$ cat src/rtl/hold_dma.sv
// Bus-master block copy: borrows the data-memory port from the CPU via hold/holdACK.
// Optional interrupt output (irq/irq_ack) is built when HOLD_DMA_IRQ_EN is defined.
module hold_dma #(
    parameter int wide = 32,
    parameter int LENW = 16
) (
    input  logic            clk,
    input  logic            rst,
    input  logic            start,
    input  logic            abort,
    input  logic [31:0]     src,
    input  logic [31:0]     dst,
    input  logic [LENW-1:0] len,
    output logic            hold,
    input  logic            holdACK,
    output logic [31:0]     mem_a,
    output logic            mem_we,
    output logic [wide-1:0] mem_d,
    input  logic [wide-1:0] mem_q,
    output logic            busy,
    output logic            done
`ifdef HOLD_DMA_IRQ_EN
    ,
    output logic            irq,
    input  logic            irq_ack
`endif
);

    // state | meaning
    // IDLE  | waiting for start; done pulses here
    // REQ   | hold raised, waiting for holdACK
    // RD    | reading source word (paused while grant is lost)
    // WR    | writing destination word (paused while grant is lost)
    // REL   | hold dropped, waiting for holdACK to fall
    typedef enum logic [2:0] {IDLE, REQ, RD, WR, REL} state_t;

    state_t          state, state_n;
    logic [31:0]     sp, sp_n;
    logic [31:0]     dp, dp_n;
    logic [LENW-1:0] cnt, cnt_n;
    logic [LENW-1:0] cnt_dec;
    logic [wide-1:0] data_q, data_n;
    logic            abort_f, abort_n;
    logic            hold_n;
    logic            done_n;

    assign cnt_dec = cnt - LENW'(1);
    assign busy    = (state != IDLE);

    always_ff @(posedge clk or posedge rst) begin
        if (rst) begin
            state   <= IDLE;
            sp      <= '0;
            dp      <= '0;
            cnt     <= '0;
            data_q  <= '0;
            abort_f <= 1'b0;
            hold    <= 1'b0;
            done    <= 1'b0;
        end else begin
            state   <= state_n;
            sp      <= sp_n;
            dp      <= dp_n;
            cnt     <= cnt_n;
            data_q  <= data_n;
            abort_f <= abort_n;
            hold    <= hold_n;
            done    <= done_n;
        end
    end

    always_comb begin
        state_n = state;
        sp_n    = sp;
        dp_n    = dp;
        cnt_n   = cnt;
        data_n  = data_q;
        abort_n = (state == IDLE) ? 1'b0 : (abort_f | abort);
        done_n  = 1'b0;
        mem_a   = '0;
        mem_we  = 1'b0;
        mem_d   = '0;

        case (state)
            IDLE: begin
                if (start) begin
                    sp_n  = src & 32'hFFFF_FFFC;
                    dp_n  = dst & 32'hFFFF_FFFC;
                    cnt_n = len;
                    if (len == '0) begin
                        done_n = 1'b1;
                    end else begin
                        state_n = REQ;
                    end
                end
            end
            REQ: begin
                if (abort || abort_f) begin
                    state_n = REL;
                end else if (holdACK) begin
                    state_n = RD;
                end
            end
            RD: begin
                mem_a = sp;
                if (holdACK) begin
                    data_n  = mem_q;
                    state_n = WR;
                end
            end
            WR: begin
                mem_a  = dp;
                mem_d  = data_q;
                mem_we = holdACK;
                // a granted write always completes; abort only decides what follows it
                if (holdACK) begin
                    sp_n  = sp + 32'd4;
                    dp_n  = dp + 32'd4;
                    cnt_n = cnt_dec;
                    if ((cnt_dec == '0) || abort_f || abort) begin
                        state_n = REL;
                    end else begin
                        state_n = RD;
                    end
                end
            end
            REL: begin
                if (!holdACK) begin
                    state_n = IDLE;
                    done_n  = 1'b1;
                end
            end
            default: state_n = IDLE;
        endcase

        hold_n = (state_n == REQ) || (state_n == RD) || (state_n == WR);
    end

`ifdef HOLD_DMA_IRQ_EN
    // set covers both the done pulse and the edge that raises it, so an ack
    // coinciding with done never clears the interrupt
    always_ff @(posedge clk or posedge rst) begin
        if (rst) begin
            irq <= 1'b0;
        end else if (done_n || done) begin
            irq <= 1'b1;
        end else if (irq_ack) begin
            irq <= 1'b0;
        end
    end
`endif

endmodule

$ cat config.mk
export PLATFORM = sky130hd
export DESIGN_NAME = hold_dma
export DESIGN_NICKNAME = d
export VERILOG_FILES = /design/src/rtl/hold_dma.sv
export SDC_FILE = /design/constraint.sdc
export NUM_CORES = 1
export LEC_CHECK = 0
export ABC_AREA = 1
export BUFFER_PORTS_ARGS = -buffer_cell sky130_fd_sc_hd__buf_4
export CAP_MARGIN = 5
export CORE_MARGIN = 10
export CORE_UTILIZATION = 59
export DETAILED_ROUTE_END_ITERATION = 7
export GPL_ROUTABILITY_DRIVEN = 0
export HOLD_SLACK_MARGIN = 0.06
export PLACE_DENSITY = 0.87
export SYNTH_ARGS = -nofsm -noshare
export SYNTH_HDL_FRONTEND = slang
export SYNTH_SLANG_ARGS = --single-unit
$ cat constraint.sdc
create_clock -name clk -period 8.35 [get_ports clk]
set_input_delay 1.2525 -clock clk [delete_from_list [all_inputs] [get_ports clk]]
set_output_delay 1.2525 -clock clk [all_outputs]
set_load 0.05 [all_outputs]
==> flow_results.org <==
** Layout
- At the end of the flow the core is filled with cells to 0.773.
- The repair_antennas step left the layout with diodes totalling 0.
- The count of cells in the finished layout, fillers not included, comes to about 1.4k.
- Most common cell after layout, fill and taps aside :: nand2_1
- In the final layout, the share of cells above drive strength 1 is 0.194.
- Area overhead of the layout relative to synthesis :: 27.1%
- Final #Nets :: around 1.4k
- Commonest cells after routing, fill and taps aside :: nand2_1 (244), buf_4 (183), inv_1 (156), nor2_1 (128), dfrtp_1 (114)
- Design Area, Final :: ~0.0094 mm2

** STA
- Across the routed clock network, the largest skew measured is around 4.5 ps.
- Share of the clock period used by the worst path :: 0.544
- For the pin with the worst max-slew slack, the measured transition is approximately 1200 ps.
- The final number of hold-violating endpoints is 0.
- After layout, the worst setup slack is about 3800 ps.
- Setup repair after global routing missed its margin :: false
- Fmax :: 0.220 GHz
- Setup violations remaining at the end of the flow were counted as 0.
- Sum of negative setup slack :: 0 ps
- Fin crit period :: 4540 ps
- Headroom to the max-slew limit came out at 0.205.
- The tightest hold path in the finished design has a slack of 522 ps.
- The number of pins exceeding their max-slew limit in the final report is 0.

** Synthesis
- Syn Inst Count :: 1082
- Counting flops and latches in the post-synthesis netlist gives 114.
- Number of synthesized flops with an enable pin :: 0
- The Yosys step of the flow raised 0 warnings.
- Post-synth design cell area :: 0.00737 mm2
- Avg Inst Size Synth :: between 6 and 7 um2
- Count of distinct cell types in the synthesized netlist :: 37
- In the synthesized netlist the dominant register cell turns out to be dfrtp_1.
- Asr flop ratio synth :: 1.00
- For this run, the register share of the synthesized area comes to 0.387.

** Die
- The initialized floorplan defines 40 standard-cell rows.
- Width of the die :: between 100 and 150 um
- Pin placement for this block handled around 190 I/O pins.
- The die is 132 um tall.
- Full die area :: approximately 0.017 mm2
- For this configuration, the core starts out at a cell density of 0.608.
- Floorplan core area :: about 0.012 mm2

** Worst hold path
- Path type of the worst min-delay path :: reg2reg
- Hold wc startpoint :: sp[29]
- Hold Path Cell Cnt :: 2
- Endpoint of the worst hold path :: sp[29]

** CTS
- TritonCTS clock tree :: done
- The clock passes through at most 2 buffers.
- H-tree depth :: 4
- Clock edge transition at the registers on the reported setup and hold paths :: about 50 ps
- Once the clock tree was built, the resizer swapped 0 gates to a different size.
- For this design, the sink count on the clock tree is ~110.
- The later pin in the worst-skew pair is clocked with a latency of 420 ps.
- Clock buffers created by TritonCTS :: 17
- After clock tree synthesis, the flow added hold-fix buffers numbering 0.
- The tree is rooted in a clkbuf_16.
- Setup Buffers After CTS :: 0

** Power
- The completed layout was analyzed and its total power is between 3 and 4 mW.
- Worst voltage drop across the vdd grid :: around 0.23 mV
- In this run the static leakage power is between 4 and 5 nW.
- Power per cell area :: about 350 mW/mm2

** Route
- Final antenna-violating net count :: 0
- DRC violation count after routing :: 0
- 1st-iter DRT viols :: about 950
- The first TritonRoute pass finished after 5 iterations.
- Overall via count from detail_route :: between 7k and 8k
- Final routed wirelength across all metal layers :: between 20 and 25 mm
- Via/cell ratio :: between 5 and 6
- In the final routed layout, each cell accounts on average for 16.4 um.

** Setup path
- Arrival time of data at the critical path endpoint :: about 3300 ps
- Measured in cells, the most critical reg-to-reg path has a length of 10.
- Endpoint type of the worst setup path :: primary output
- Beginning of the critical path :: state[2]
- Startpoint of the worst-slack reg-to-reg timing path :: state[2]
- Critical path startpoint category :: register
- Required arrival time at the worst endpoint :: about 7100 ps
- In this run the register-to-register setup slack is between 4000 and 5000 ps.
- In this run the critical register-to-register path is captured at sp[14].
- Along the worst path, the maximum fanout reaches 78.
- Critical path start-end classification :: reg2out

** Placed design
- Detailed placer's ending HPWL :: 16.6 mm
- The number of placed instances, taps included, is about 1.4k.
- The placed instances occupy a cell area of between 0.008 and 0.009 mm2.
- I/O Buffers :: approximately 180
- Placement Setup Slack :: roughly 4300 ps

** Flow run
- Across the run, the number of max-cap violations was 0.

** GRT
- GRT Resource Usage Total :: 0.259
- Vias in the first global route :: around 7.6k
- The first global-routing pass estimated ~37 mm of wire.
- Largest net degree at the start of global routing :: a little under 80
- Antenna violations before repair :: 0
- Remaining global-route overflow :: 0

** Status
- Run status :: finished clean
cells in the mapped netlist, drive strengths merged (12+ instances only):
library cell,n,share of area
nand2,250,0.13
inv,160,0.082
nor2,139,0.077
dfrtp,114,0.39
o21ai,114,0.078
nand3,65,0.046
o22ai,50,0.042
buf,32,0.021
a21oi,22,0.015
clkbuf,21,0.011
nor3,20,0.015
nand4,18,0.015
xor2,18,0.021
a31oi,12,0.010
layout make-up:
type | count | area, um2
Tap cell | 168 | 210
Inverter | 160 | 603
Sequential cell | 114 | 2850
Clock inverter | 11 | 133
Multi-Input combinational cell | 756 | 3710
Timing Repair Buffer | 183 | 1370
Clock buffer | 21 | 480
Fill cell | 948 | 2750
metal layers:
metal  global-route usage  wire length, um
met1                0.336             9900
met2                0.405            10600
met3               0.0579             1870
met4                0.117              800
met5                    0                0
state kept, by name (all words and copies together) (netlist names):
signal and flops:
abort_f 1, cnt 16, data_q 32, done 1, dp 30, hold 1
sp 30, state 3
worst max path at each step:
stage / to / slack, ps / cells past startpoint
2_1_floorplan: abort_f / 4080 / 1
3_3_place_gp: mem_we / 4370 / 7
3_5_place_dp: mem_we / 4320 / 7
4_1_cts: mem_we / 3830 / 7
5_1_grt: mem_we / 3580 / 7
6_report: mem_we / 3810 / 7
cell families after synthesis:
kind of cell    after synthesis  synth area share
buf+inv                     213             0.113
flops                       114             0.387
simple gates                505             0.294
compound gates              226             0.176
xor+xnor                     19            0.0226
fa+ha+maj                     4           0.00679
other cells                   1          0.000509
power breakdown:
part	internal [mW]	switching, mW
Clock	0.496	0.257
Sequential	0.828	0.227
Combinational	0.450	1.02
Total	1.77	1.51
worst max-delay path, cell delays in order (launching register included):
cell and delay [ps]:
dfrtp_1 410, nor2_2 260, nand2_4 400, inv_2 460
buf_4 700, nand2_1 240, inv_1 150, buf_4 210
(Power assumes the default switching activity.)
